--- src/rtl/wrr_arb_pkg.sv ---
// Shared constants, state encoding and helpers for the weighted round-robin arbiter.
package wrr_arb_pkg;

    localparam int unsigned N   = 4;
    localparam int unsigned WW  = 4;
    localparam int unsigned IDW = $clog2(N);

    typedef enum logic [0:0] {
        ARB_IDLE,
        ARB_GRANT
    } arb_state_e;

    function automatic logic [N-1:0] onehot(input logic [IDW-1:0] idx);
        logic [N-1:0] v;
        v      = '0;
        v[idx] = 1'b1;
        return v;
    endfunction

endpackage

--- src/rtl/rr_pick.sv ---
// Rotating priority pick: first set bit of elig at or after ptr, wrapping modulo N.
module rr_pick
    import wrr_arb_pkg::*;
#(
    parameter int unsigned N   = wrr_arb_pkg::N,
    parameter int unsigned IDW = $clog2(N)
) (
    input  logic [N-1:0]   elig,
    input  logic [IDW-1:0] ptr,
    output logic           found,
    output logic [IDW-1:0] idx
);

    int unsigned j;

    always_comb begin
        found = 1'b0;
        idx   = '0;
        j     = 0;
        for (int unsigned k = 0; k < N; k++) begin
            j = (32'(ptr) + k) % N;
            if (!found && elig[j]) begin
                found = 1'b1;
                idx   = IDW'(j);
            end
        end
    end

endmodule

--- src/rtl/weighted_rr_arbiter.sv ---
// Weighted round-robin arbiter: each owner keeps a one-hot grant for up to
// weight[i] consecutive cycles, or until it drops its request.
module weighted_rr_arbiter
    import wrr_arb_pkg::*;
#(
    parameter int unsigned N          = wrr_arb_pkg::N,
    parameter int unsigned WW         = wrr_arb_pkg::WW,
    parameter int unsigned DEF_WEIGHT = 1,
    localparam int unsigned IDW       = $clog2(N)
) (
    input  logic           clk,
    input  logic           rst_n,
    input  logic [N-1:0]   REQ,
    output logic [N-1:0]   GNT,
    output logic [IDW-1:0] gnt_id,
    output logic           busy,
    output logic [WW-1:0]  credit,
    input  logic           cfg_wr,
    input  logic [IDW-1:0] cfg_idx,
    input  logic [WW-1:0]  cfg_weight
);

    arb_state_e     state_q, state_d;
    logic [IDW-1:0] ptr_q, ptr_d;
    logic [WW-1:0]  credit_q, credit_d;
    logic [N-1:0]   gnt_q, gnt_d;
    logic [IDW-1:0] gnt_id_q, gnt_id_d;
    logic [WW-1:0]  weight_q [N];

    logic [N-1:0]   elig;
    logic [IDW-1:0] next_ptr;
    logic [IDW-1:0] pick_ptr;
    logic           pick_found;
    logic [IDW-1:0] pick_idx;
    logic           tenure_end;

    always_comb begin
        elig = '0;
        for (int unsigned i = 0; i < N; i++) begin
            elig[i] = REQ[i] && (weight_q[i] != '0);
        end
    end

    // At tenure end the search restarts just past the outgoing owner.
    assign next_ptr   = (gnt_id_q == IDW'(N - 1)) ? '0 : gnt_id_q + 1'b1;
    assign pick_ptr   = (state_q == ARB_GRANT) ? next_ptr : ptr_q;
    assign tenure_end = (state_q == ARB_GRANT) &&
                        (!REQ[gnt_id_q] || (credit_q == WW'(1)));

    rr_pick #(
        .N   (N),
        .IDW (IDW)
    ) u_rr_pick (
        .elig  (elig),
        .ptr   (pick_ptr),
        .found (pick_found),
        .idx   (pick_idx)
    );

    always_comb begin
        state_d  = state_q;
        ptr_d    = ptr_q;
        credit_d = credit_q;
        gnt_d    = gnt_q;
        gnt_id_d = gnt_id_q;
        unique case (state_q)
            ARB_IDLE: begin
                if (pick_found) begin
                    state_d  = ARB_GRANT;
                    gnt_d    = N'(onehot(pick_idx));
                    gnt_id_d = pick_idx;
                    credit_d = weight_q[pick_idx];
                end
            end
            ARB_GRANT: begin
                if (tenure_end) begin
                    ptr_d = next_ptr;
                    // weight_q still holds the pre-write value on a same-edge cfg write.
                    if (pick_found) begin
                        gnt_d    = N'(onehot(pick_idx));
                        gnt_id_d = pick_idx;
                        credit_d = weight_q[pick_idx];
                    end else begin
                        state_d  = ARB_IDLE;
                        gnt_d    = '0;
                        credit_d = '0;
                    end
                end else begin
                    credit_d = credit_q - 1'b1;
                end
            end
            default: begin
                state_d = ARB_IDLE;
            end
        endcase
    end

    always_ff @(posedge clk or negedge rst_n) begin
        if (!rst_n) begin
            state_q  <= ARB_IDLE;
            ptr_q    <= '0;
            credit_q <= '0;
            gnt_q    <= '0;
            gnt_id_q <= '0;
        end else begin
            state_q  <= state_d;
            ptr_q    <= ptr_d;
            credit_q <= credit_d;
            gnt_q    <= gnt_d;
            gnt_id_q <= gnt_id_d;
        end
    end

    always_ff @(posedge clk or negedge rst_n) begin
        if (!rst_n) begin
            for (int unsigned i = 0; i < N; i++) begin
                weight_q[i] <= WW'(DEF_WEIGHT);
            end
        end else if (cfg_wr) begin
            weight_q[cfg_idx] <= cfg_weight;
        end
    end

    assign GNT    = gnt_q;
    assign gnt_id = gnt_id_q;
    assign busy   = (state_q == ARB_GRANT);
    assign credit = credit_q;

endmodule

--- config.mk ---
export PLATFORM = sky130hd
export DESIGN_NAME = weighted_rr_arbiter
export DESIGN_NICKNAME = d
export VERILOG_FILES = /design/src/rtl/wrr_arb_pkg.sv /design/src/rtl/rr_pick.sv /design/src/rtl/weighted_rr_arbiter.sv
export SDC_FILE = /design/constraint.sdc
export NUM_CORES = 1
export LEC_CHECK = 0
export ABC_CLOCK_PERIOD_IN_PS = 6900
export BUFFER_PORTS_ARGS = -buffer_cell sky130_fd_sc_hd__buf_2
export CORE_MARGIN = 3
export CORE_UTILIZATION = 60
export CTS_CLUSTER_DIAMETER = 100
export DETAILED_ROUTE_END_ITERATION = 7
export GPL_TIMING_DRIVEN = 0
export HOLD_SLACK_MARGIN = 0.05
export PLACE_DENSITY = 0.86
export SETUP_SLACK_MARGIN = 0.15
export SYNTH_ARGS = -nofsm -noshare
export SYNTH_HDL_FRONTEND = slang
export SYNTH_SLANG_ARGS = --single-unit
--- constraint.sdc ---
create_clock -name clk -period 6.9 [get_ports clk]
set_clock_uncertainty 0.2 [all_clocks]
set_input_delay 0.69 -clock clk [delete_from_list [all_inputs] [get_ports clk]]
set_output_delay 0.69 -clock clk [all_outputs]
set_load 0.01 [all_outputs]
==> results by group, run 1 <==
Outcome
  – Outcome: finished clean

Clocking
  – Clock Pin Slew Worst Setup and Hold Paths: around 0.090 ns
  – CTS H-tree depth: 2
  – Hold-fix buffers, CTS: 0
  – Clk root buf: clkbuf_4
  – Clk buf depth: 2
  – CTS tree: built
  – CTS buffer count: 5
  – # Post-CTS Setup Buffers: 0
  – Clk Latency, worst-skew pair: between 0.3 and 0.4 ns
  – Clock tree sinks: 29
  – CTS resizes: 0

Finish
  – Syn-to-layout area delta: 13.56%
  – Nets: between 150 and 200
  – Layout cells sized above 1: 0.3851
  – Diode count: 0

GRT
  – Largest net degree at the start of global routing: 30
  – Gr busiest metal: met2
  – First-pass GRT wire length: about 6000 µm
  – Vias in the first global route: roughly 1200
  – Tot GR Track Use: 0.2456
  – Met3 Track Usage GR: 0.07356
  – GRT overflow: 0
  – Global Route met2 Usage: 0.4010
  – Met1 usage: 0.3047
  – Initial antenna violation count: 0

Setup path
  – Slowest Stage Delay on Critical Path: between 0.4 and 0.5 ns
  – CP arrival: around 2.5 ns
  – Worst Path Required: roughly 6.9 ns
  – CP max FO: 10
  – Type of origin of the critical path: register
  – Buffers plus inverters on the worst setup path: 1
  – Top Family by Delay on Critical Path: multiplexers
  – Worst setup EP type: register
  – Slowest stage cell, crit path: dfrtp_1
  – CP Cell Sequence: ha_1, mux2_2, nand2_1, a21oi_1, a211oi_2, buf_6, mux2i_1, o221ai_1
  – Setup CP Type: reg2reg

Place
  – IO buf count: 23
  – HPWL after detailed placement: 2739 µm
  – Dpl ws: about 4.3 ns
  – Placer Congestion: between 0.8 and 0.9

Yosys
  – Syn Inst Count: 130
  – Post-synth top area cell: dfrtp_1
  – Synth top area share: 0.4058
  – YS warnings: 0
  – Cell Area, Synth: 0.001541 mm²
  – Synth Area per Inst: 11.86 µm²
  – Most common flop cell mapped by yosys: dfrtp_1
  – Yosys reg bits: 29
  – Ys async rst share: 1.000
  – Synth area leaders: dfrtp_1 (41%), mux2_2 (14%), dfstp_2 (6.8%)
  – Syn Nets: about 150
  – Post-synth cell types: 32
  – Sequential share of the synthesized area: 0.4740
  – Post-synth EDFFs: 0

Floorplan
  – Number of core rows: 17
  – Die height: around 57 µm
  – Top-level I/O count: 24
  – Starting utilization of the core area: 0.6649
  – Core ar.: approximately 0.0023 mm²
  – Die X: ~57 µm
  – Die area: 0.003213 mm²

Pwr
  – Cell area power density: 427.3 mW/mm²
  – Leakage power: 0.0007957 µW
  – Peak supply drop: 344.4 µV

Routing
  – First-pass detailed-route iteration total: 4
  – Total wire length: 3517 µm
  – Antenna viol nets, final: 0
  – Routed vias/inst: about 6.2
  – Starting DRC count in detailed routing: 45
  – Post-route DRC: 0
  – Routed len/inst: 18.61 µm
  – Vias: 1176

Timing
  – Period utilization: 0.3682
  – Final Hold Viols: 0
  – Min cycle time layout: 2.541 ns
  – RSZ-0062 raised after global routing: no
  – Total negative setup slack: 0 ns
  – Final setup margin: 4.359 ns
  – Setup violators final: 0
  – F_max: approximately 390 MHz
  – Slew margin rel.: 0.5619
  – Worst slew pin tran: approximately 0.66 ns
  – Slew Limit Fails: 0

Worst hold path
  – Hold Crit Class: in2async

Job
  – Total of max-cap violations: 0
-- flip-flops by register name, indices dropped and copies added (netlist names) --
signal / cells
gnt_id: 2
credit: 4
busy: 1
weight_q: 16
GNT: 4
ptr_q: 2
-- cell type report --
cell class | count | area, µm²
multi-input combinational | 94 | 762.0
sequential | 29 | 730.7
fill | 163 | 568.0
timing repair buffer | 23 | 115.1
clock buffer | 8 | 58.81
tap | 28 | 35.03
buffer | 3 | 33.78
inverter | 4 | 15.01
-- synthesized netlist by cell type, drive strengths merged, types with 2 or more instances --
master / number
a21oi: 7
buf: 3
dfrtp: 25
dfstp: 4
ha: 3
inv: 4
mux2: 19
mux2i: 9
nand2: 12
nand2b: 5
nand3: 4
nand3b: 2
nor2: 4
nor3b: 2
o21ai: 9
o221ai: 5
o41ai: 4
or2: 2
-- power breakdown --
part | total [µW] | leakage (µW) | switching, µW | internal [µW]
clock | 108 | 0.0000326 | 57.4 | 50.2
sequential | 275 | 0.000342 | 49.0 | 226
combinational | 365 | 0.000421 | 196 | 170
total | 748 | 0.000796 | 302 | 446
-- kinds of logic after synthesis --
group,after synthesis,share of synthesized area
AND/OR/NAND/NOR,34,0.1128
adder cells (fa/ha/maj),3,0.02435
buffers and inverters,7,0.03165
flip-flops,29,0.4740
AO/OA/AOI/OAI,27,0.1396
XOR/XNOR,1,0.005683
multiplexers,29,0.2119
-- final timing paths --
kind                                       start                       to  slack, ns  cells past startpoint
max                        gnt_id[0]$_DFFE_PN0P_    credit[2]$_DFFE_PN0P_       4.36                      8
min reg2reg                   GNT[1]$_DFFE_PN0P_       GNT[1]$_DFFE_PN0P_       0.29                      2
min                                        rst_n    credit[1]$_DFFE_PN0P_       0.18                      1
max reg2reg                gnt_id[0]$_DFFE_PN0P_    credit[2]$_DFFE_PN0P_       4.36                      8
min in group clk              GNT[1]$_DFFE_PN0P_       GNT[1]$_DFFE_PN0P_       0.29                      2
max in group asynchronous                  rst_n  weight_q[3]$_DFFE_PN0P_       5.88                      1
-- metrics by stage --
| step | std cells | power [µW] | hold WS [ns] | instance area [µm²] | util |
|---|---|---|---|---|---|
| after floorplan | 130 | 533.7 | 0.1944 | 1541 | - |
| after global placement | 181 | 612.2 | 0.2587 | 1692 | 0.7296 |
| after detailed placement | 181 | 640.5 | 0.2654 | 1692 | 0.7296 |
| after CTS | 189 | 748.1 | 0.1929 | 1750 | 0.7550 |
| after global routing | 189 | 802.7 | 0.2107 | 1750 | 0.7550 |
| final | 189 | 747.9 | 0.1830 | 1750 | 0.7550 |
-- layout by cell type (no fill, tap or decap), drive strengths merged, types with 5 or more instances in the layout --
cell    count
clkbuf      8
nand2b      5
a21oi       7
buf        26
o221ai      5
mux2       19
dfrtp      25
mux2i       9
nand2      12
o21ai       9
-- layer usage --
metal  share of wire  vias to the layer above  wire length (µm)
met1            0.41                      580              1446
met5               0                        -                 0
met2            0.50                       51              1748
met4           0.020                        0                70
li1                -                      538                 -
met3           0.072                        7               252
Note: power is estimated with default switching activity, not from simulation.
==> run 2: changes to the inputs <==
--- a/config.mk
+++ b/config.mk
@@ -5,15 +5,15 @@
 export SDC_FILE = /design/constraint.sdc
 export NUM_CORES = 1
 export LEC_CHECK = 0
-export ABC_CLOCK_PERIOD_IN_PS = 6900
+export ABC_CLOCK_PERIOD_IN_PS = 2360
 export BUFFER_PORTS_ARGS = -buffer_cell sky130_fd_sc_hd__buf_2
 export CORE_MARGIN = 3
-export CORE_UTILIZATION = 60
+export CORE_UTILIZATION = 55
 export CTS_CLUSTER_DIAMETER = 100
 export DETAILED_ROUTE_END_ITERATION = 7
 export GPL_TIMING_DRIVEN = 0
 export HOLD_SLACK_MARGIN = 0.05
-export PLACE_DENSITY = 0.86
+export PLACE_DENSITY = 0.8
 export SETUP_SLACK_MARGIN = 0.15
 export SYNTH_ARGS = -nofsm -noshare
 export SYNTH_HDL_FRONTEND = slang
==> constraint.sdc (replaced) <==
create_clock -name clk -period 2.36 [get_ports clk]
set_clock_uncertainty 0.2 [all_clocks]
set_input_delay 0.236 -clock clk [delete_from_list [all_inputs] [get_ports clk]]
set_output_delay 0.236 -clock clk [all_outputs]
set_load 0.01 [all_outputs]
==> results by group, run 2 (synthesis gave the netlist of run 1 again) <==
GRT
  – Vias in the first global route: 1174 (-5.1%)
  – Initial antenna violation count: 0 (unchanged)
  – First-pass GRT wire length: 5520 µm (-7.6%)
  – Largest net degree at the start of global routing: 30 (unchanged)
  – Tot GR Track Use: 0.2178 (-0.02789)
  – GRT overflow: 0 (unchanged)

Pwr
  – Leakage power: 0.0008818 µW (+11%)
  – Cell area power density: 1227 mW/mm² (+190%)
  – P_int: 1470 µW (+230%)
  – Flop pwr share: 0.339 (-0.029)
  – Peak supply drop: 866.0 µV (+150%)
  – Sw Ratio: 0.3932 (-0.01080)
  – Clock power frac: 0.141 (-0.003)
  – Switching Power: 952.1 µW (+220%)
  – Comb pwr share: 0.520 (+0.032)

Setup path
  – Buffers plus inverters on the worst setup path: 1 (unchanged)
  – Top Family by Delay on Critical Path: multiplexers
  – CP max FO: 8 (-2)
  – Worst Path Required: 2.36 ns (-4.53 ns)
  – Crit. Startpoint: gnt_id[1]$_DFFE_PN0P_
  – Type of origin of the critical path: register
  – CP Cell Sequence: ha_4, mux2_4, nand3_2, a21oi_2, a211oi_2, buf_6, mux2i_2, o221ai_2
  – Reg2Reg Launch Point: gnt_id[1]$_DFFE_PN0P_
  – Setup CP Type: reg2reg
  – Worst setup EP type: register
  – Slowest stage cell, crit path: dfrtp_2
  – CP arrival: 2.29 ns (-0.25 ns)
  – Slowest Stage Delay on Critical Path: 0.43 ns (-0.02 ns)

Timing
  – Min cycle time layout: 2.291 ns (-0.2493 ns)
  – Slew Limit Fails: 0 (unchanged)
  – RSZ-0062 raised after global routing: yes
  – Slew margin rel.: 0.5261 (-0.03584)
  – Worst slew pin tran: 0.7093 ns (+0.05222 ns)
  – Hold slack: 0.1969 ns (+0.01382 ns)
  – F_max: 436.4 MHz (+11%)
  – Period utilization: 0.9710 (+0.6027)
  – Final Hold Viols: 0 (unchanged)
  – Setup violators final: 0 (unchanged)

Finish
  – Register area: 733.2 µm² (+0.34%)
  – Nets: 189 (+7.4%)
  – Max reg flops: 16 (unchanged)
  – Commonest non-fill, non-tap cells in the layout: dfrtp_1 (23), buf_2 (23), mux2_2 (18), nand2_1 (10), buf_4 (8)
  – Post-layout util: 0.7690 (+0.01401)
  – Layout cells sized above 1: 0.5057 (+0.1207)
  – Reg with most FFs: weight_q
  – Fillcell total: 173 (+6.1%)
  – Area of the multi-input gates: 859.6 µm² (+13%)
  – Syn-to-layout area delta: 28.08%
  – Diode count: 0 (unchanged)

Floorplan
  – Top-level I/O count: 24 (unchanged)
  – Die area: 0.003474 mm² (+8.1%)
  – Die height: 58.94 µm (+4.0%)
  – Starting utilization of the core area: 0.6004 (-0.06448)
  – Die X: 58.94 µm (+4.0%)
  – Core ar.: 0.002567 mm² (+11%)
  – Number of core rows: 18 (+1)

Clocking
  – Clk Latency, worst-skew pair: 0.32 ns (about the same)
  – CTS buffer count: 5 (unchanged)
  – Clk root buf: clkbuf_4
  – CTS H-tree depth: 2 (unchanged)
  – Clk buf depth: 2 (unchanged)
  – CTS tree: built
  – Clock Pin Slew Worst Setup and Hold Paths: 0.09 ns (about the same)
  – Clock tree sinks: 29 (unchanged)

Place
  – Placer Congestion: 0.7828 (-12%)
  – HPWL after detailed placement: 2503 µm (-8.6%)
  – IO buf count: 23 (unchanged)

Routing
  – Routed vias/inst: 5.725 (-8.0%)
  – Antenna viol nets, final: 0 (unchanged)
  – Vias: 1168 (-0.68%)
  – Starting DRC count in detailed routing: 32 (-29%)
  – First-pass detailed-route iteration total: 4 (unchanged)
  – Post-route DRC: 0 (unchanged)
  – Routed len/inst: 16.87 µm (-9.4%)
  – Total wire length: 3441 µm (-2.2%)

Job
  – Total of max-cap violations: 0 (unchanged)

Outcome
  – Outcome: finished clean

Worst hold path
  – Hold wc startpoint: cfg_idx[1]
  – Hold Crit Class: in2reg
==> run 2: changes by cell type in the layout (fill, tap and decap cells not counted), sizes merged <==
| cell | delta |
|---|---|
| buf | +8 |
| clkbuf | -1 |
| clkinv | +1 |
| dlygate4sd3 | +5 |
==> run 2: through the flow <==
step	std cells	instance area [µm²]	power [µW]	setup slack [ns]	setup TNS, ns
finish	204	1974	2422	0.06851	0
floorplan	130	1556	1581	0.1640	0
CTS	199	1892	2291	0.05054	0
global route	204	1974	2605	0.006930	0
detailed placement	183	1709	1859	-0.1222	-0.3542
global placement	183	1709	1794	0.03099	0
==> run 2: area by class of cell <==
cell class / count / area share
inverter: 4 / 0.007605
buffer: 3 / 0.01711
multi-input combinational: 94 / 0.4354
clock buffer: 7 / 0.03295
clock inverter: 1 / 0.002535
timing repair buffer: 36 / 0.1141
sequential: 29 / 0.3714
tap: 30 / 0.01901
==> run 2: per-layer routing <==
metal	GRT usage	wire [µm]
met5	0	0
met2	0.3549	1736
met1	0.2839	1551
met4	0.08091	45
met3	0.04825	106
==> run 2: what timing repair did <==
| item | 4_1_cts | 5_1_grt |
|---|---|---|
| hold endpoints to repair | 41 | 0 |
| hold buffers | 5 | 0 |
| pin swaps | 3 | 8 |
| gates resized for setup | 8 | 13 |
| setup endpoints to repair | 10 | 10 |
| buffers inserted | 3 | 5 |
==> run 2: worst register-to-register path, cell delays in order, from the launching register on <==
cell and delay (ns):
dfrtp_2 0.43, ha_4 0.25, mux2_4 0.29, nand3_2 0.07, a21oi_2 0.06, a211oi_2 0.30, buf_6 0.20, mux2i_2 0.26
o221ai_2 0.12
==> run 2: power groups by stage <==
stage | clock (µW) | combinational, µW | sequential, µW
2_1_floorplan | 0 | 753 | 827
3_3_place_gp | 0 | 984 | 809
3_5_place_dp | 0 | 1040 | 824
4_1_cts | 345 | 1130 | 815
5_1_grt | 376 | 1390 | 842
6_report | 342 | 1260 | 820
==> run 2: path summary, 6_finish.rpt <==
check                                            to  slack, ns  cells past startpoint
min in group asynchronous        GNT[3]$_DFFE_PN0P_       0.26                      2
hold reg to reg                  GNT[2]$_DFFE_PN0P_       0.28                      2
hold / removal             weight_q[14]$_DFFE_PN0P_       0.20                      3
setup reg to reg              credit[2]$_DFFE_PN0P_       0.07                      8
max in group asynchronous     gnt_id[1]$_DFFE_PN0P_       1.24                      2
setup / recovery              credit[2]$_DFFE_PN0P_       0.07                      8
==> run 3: changes to the inputs <==
--- a/config.mk
+++ b/config.mk
@@ -5,7 +5,7 @@
 export SDC_FILE = /design/constraint.sdc
 export NUM_CORES = 1
 export LEC_CHECK = 0
-export ABC_CLOCK_PERIOD_IN_PS = 2360
+export ABC_CLOCK_PERIOD_IN_PS = 2600
 export BUFFER_PORTS_ARGS = -buffer_cell sky130_fd_sc_hd__buf_2
 export CORE_MARGIN = 3
 export CORE_UTILIZATION = 55
==> constraint.sdc (replaced) <==
create_clock -name clk -period 2.6 [get_ports clk]
set_clock_uncertainty 0.2 [all_clocks]
set_input_delay 0.26 -clock clk [delete_from_list [all_inputs] [get_ports clk]]
set_output_delay 0.26 -clock clk [all_outputs]
set_load 0.01 [all_outputs]
==> results by group, run 3 (synthesis gave the netlist of run 1 again) <==
Clocking
  – CTS H-tree depth: 2 (unchanged)
  – Clock tree sinks: 29 (unchanged)
  – CTS buffer count: 5 (unchanged)
  – Clk root buf: clkbuf_4
  – CTS tree: built
  – Clk buf depth: 2 (unchanged)
  – Clk Latency, worst-skew pair: 0.33 ns (about the same)
  – Clock Pin Slew Worst Setup and Hold Paths: 0.10 ns (about the same)

Floorplan
  – Core ar.: 0.002567 mm² (unchanged)
  – Die X: 58.94 µm (unchanged)
  – Die height: 58.94 µm (unchanged)
  – Die area: 0.003474 mm² (unchanged)
  – Top-level I/O count: 24 (unchanged)
  – Starting utilization of the core area: 0.6004 (unchanged)
  – Number of core rows: 18 (unchanged)

Pwr
  – Cell area power density: 1092 mW/mm² (-11%)
  – Pwr Total: 2029 µW (-16%)
  – Peak supply drop: 741.9 µV (-14%)
  – Leakage power: 0.0008357 µW (-5.2%)

Setup path
  – Buffers plus inverters on the worst setup path: 1 (unchanged)
  – CP arrival: 2.35 ns (+0.06 ns)
  – Worst setup EP type: register
  – Top Family by Delay on Critical Path: multiplexers
  – Slowest Stage Delay on Critical Path: 0.48 ns (+0.05 ns)
  – Slowest stage cell, crit path: dfrtp_1
  – Setup CP Type: reg2reg
  – CP Cell Sequence: ha_4, mux2_2, nand2_1, a21oi_1, a211oi_2, buf_6, mux2i_1, o221ai_1
  – R2R Setup Slk: 0.24 ns (+0.18 ns)
  – Type of origin of the critical path: register
  – CP max FO: 8 (unchanged)
  – Worst Path Required: 2.60 ns (+0.24 ns)

Finish
  – Post-layout util: 0.7237 (-0.04532)
  – Max reg flops: 16 (unchanged)
  – Commonest non-fill, non-tap cell in the layout: dfrtp_1
  – Nets: 185 (-2.1%)
  – Reg with most FFs: weight_q
  – Fillcell total: 185 (+6.9%)
  – Syn-to-layout area delta: 20.54%
  – Diode count: 0 (unchanged)
  – Commonest non-fill, non-tap cells in the layout: dfrtp_1 (24), buf_2 (23), mux2_2 (19), nand2_1 (11), mux2i_1 (8)
  – Layout cells sized above 1: 0.4176 (-0.08810)

Timing
  – RSZ-0062 raised after global routing: no
  – Period utilization: 0.9062 (-0.06478)
  – Final Hold Viols: 0 (unchanged)
  – Final setup margin: 0.2439 ns (+0.1754 ns)
  – Hold slack: 0.2129 ns (+0.01602 ns)
  – Slew margin rel.: 0.5208 (-0.005329)
  – Worst slew pin tran: 0.7173 ns (+0.007976 ns)
  – Setup violators final: 0 (unchanged)
  – F_max: 424.4 MHz (-2.7%)
  – Slew Limit Fails: 0 (unchanged)
  – Total negative setup slack: 0 ns (unchanged)
  – Min cycle time layout: 2.356 ns (+0.06462 ns)

Worst hold path
  – Hold Crit Class: in2reg

GRT
  – Largest net degree at the start of global routing: 30 (unchanged)
  – Vias in the first global route: 1253 (+6.7%)
  – First-pass GRT wire length: 5644 µm (+2.2%)
  – Initial antenna violation count: 0 (unchanged)
  – Tot GR Track Use: 0.2183 (+0.0005794)
  – GRT overflow: 0 (unchanged)

Place
  – HPWL after detailed placement: 2460 µm (-1.7%)
  – IO buf count: 23 (unchanged)
  – Dpl ws: 0.1283 ns (+0.2505 ns)
  – Placer Congestion: 0.8389 (+7.2%)

Outcome
  – Outcome: finished clean

Routing
  – Starting DRC count in detailed routing: 63 (+97%)
  – Antenna viol nets, final: 0 (unchanged)
  – Post-route DRC: 0 (unchanged)
  – Routed vias/inst: 5.960 (+4.1%)
  – First-pass detailed-route iteration total: 4 (unchanged)
  – Vias: 1192 (+2.1%)
  – Routed len/inst: 16.84 µm (-0.19%)
  – Total wire length: 3367 µm (-2.2%)

Job
  – Total of max-cap violations: 0 (unchanged)
==> run 3: cell types whose count changed in the layout (fill, tap and decap cells not counted), moves of 2 or more <==
cell and change:
nand3_2 -2, buf_4 -4, a21oi_2 -2, o21ai_0 +4
o221ai_2 -2, clkbuf_8 -2, a21oi_1 +2, o221ai_1 +2
nand3_1 +2, o21ai_1 -3, o41ai_1 +2
==> run 3: worst paths after layout <==
path	startpoint	to	cells after the start
max	gnt_id[1]$_DFFE_PN0P_	credit[0]$_DFFE_PN0P_	8
min	cfg_idx[0]	weight_q[14]$_DFFE_PN0P_	3
max reg2reg	gnt_id[1]$_DFFE_PN0P_	credit[0]$_DFFE_PN0P_	8
min reg2reg	GNT[0]$_DFFE_PN0P_	GNT[0]$_DFFE_PN0P_	2
max in group asynchronous	rst_n	gnt_id[0]$_DFFE_PN0P_	2
min in group asynchronous	rst_n	busy$_DFF_PN0_	2
==> run 3: layout make-up <==
type	instances	area, µm²	share of cell area
clock inverter	3	17.52	0.009428
timing repair buffer	32	195.2	0.1051
sequential	29	732.0	0.3939
buffer	3	33.78	0.01818
inverter	4	15.01	0.008081
clock buffer	5	37.54	0.02020
tap	30	37.54	0.02020
multi-input combinational	94	789.5	0.4249
==> run 3: tightest hold or removal path, stage by stage <==
cell     delay, ns
buf_2         0.11
nor3b_1       0.11
mux2_2        0.24
==> run 3: through the flow <==
stage                     area (µm²)  std cells
after floorplan                 1541        130
after global placement          1694        183
after detailed placement        1694        183
after CTS                       1808        197
after global routing            1858        200
final                           1858        200
==> run 3: routing by layer <==
| layer | up-vias | routed length, µm | global-route usage |
|---|---|---|---|
| li1 | 555 | - | - |
| met1 | 584 | 1398 | 0.2638 |
| met2 | 43 | 1665 | 0.3644 |
| met3 | 10 | 220 | 0.07456 |
| met4 | 0 | 82 | 0.07120 |
| met5 | - | 0 | 0 |
==> run 3: where the power goes <==
group / switching (µW) / leakage [µW] / internal, µW / total (µW)
Sequential: 144 / 0.000341 / 601 / 744
Clock: 159 / 0.0000310 / 102 / 261
Combinational: 513 / 0.000464 / 511 / 1020
==> run 3: what timing repair did <==
action / 4_1_cts / 5_1_grt
endpoints found under the setup margin: 4 / 6
endpoints found under the hold margin: 41 / 0
pin swaps: 1 / 2
setup buffers: 1 / 3
gates resized for setup: 1 / 3
hold buffers: 5 / 0
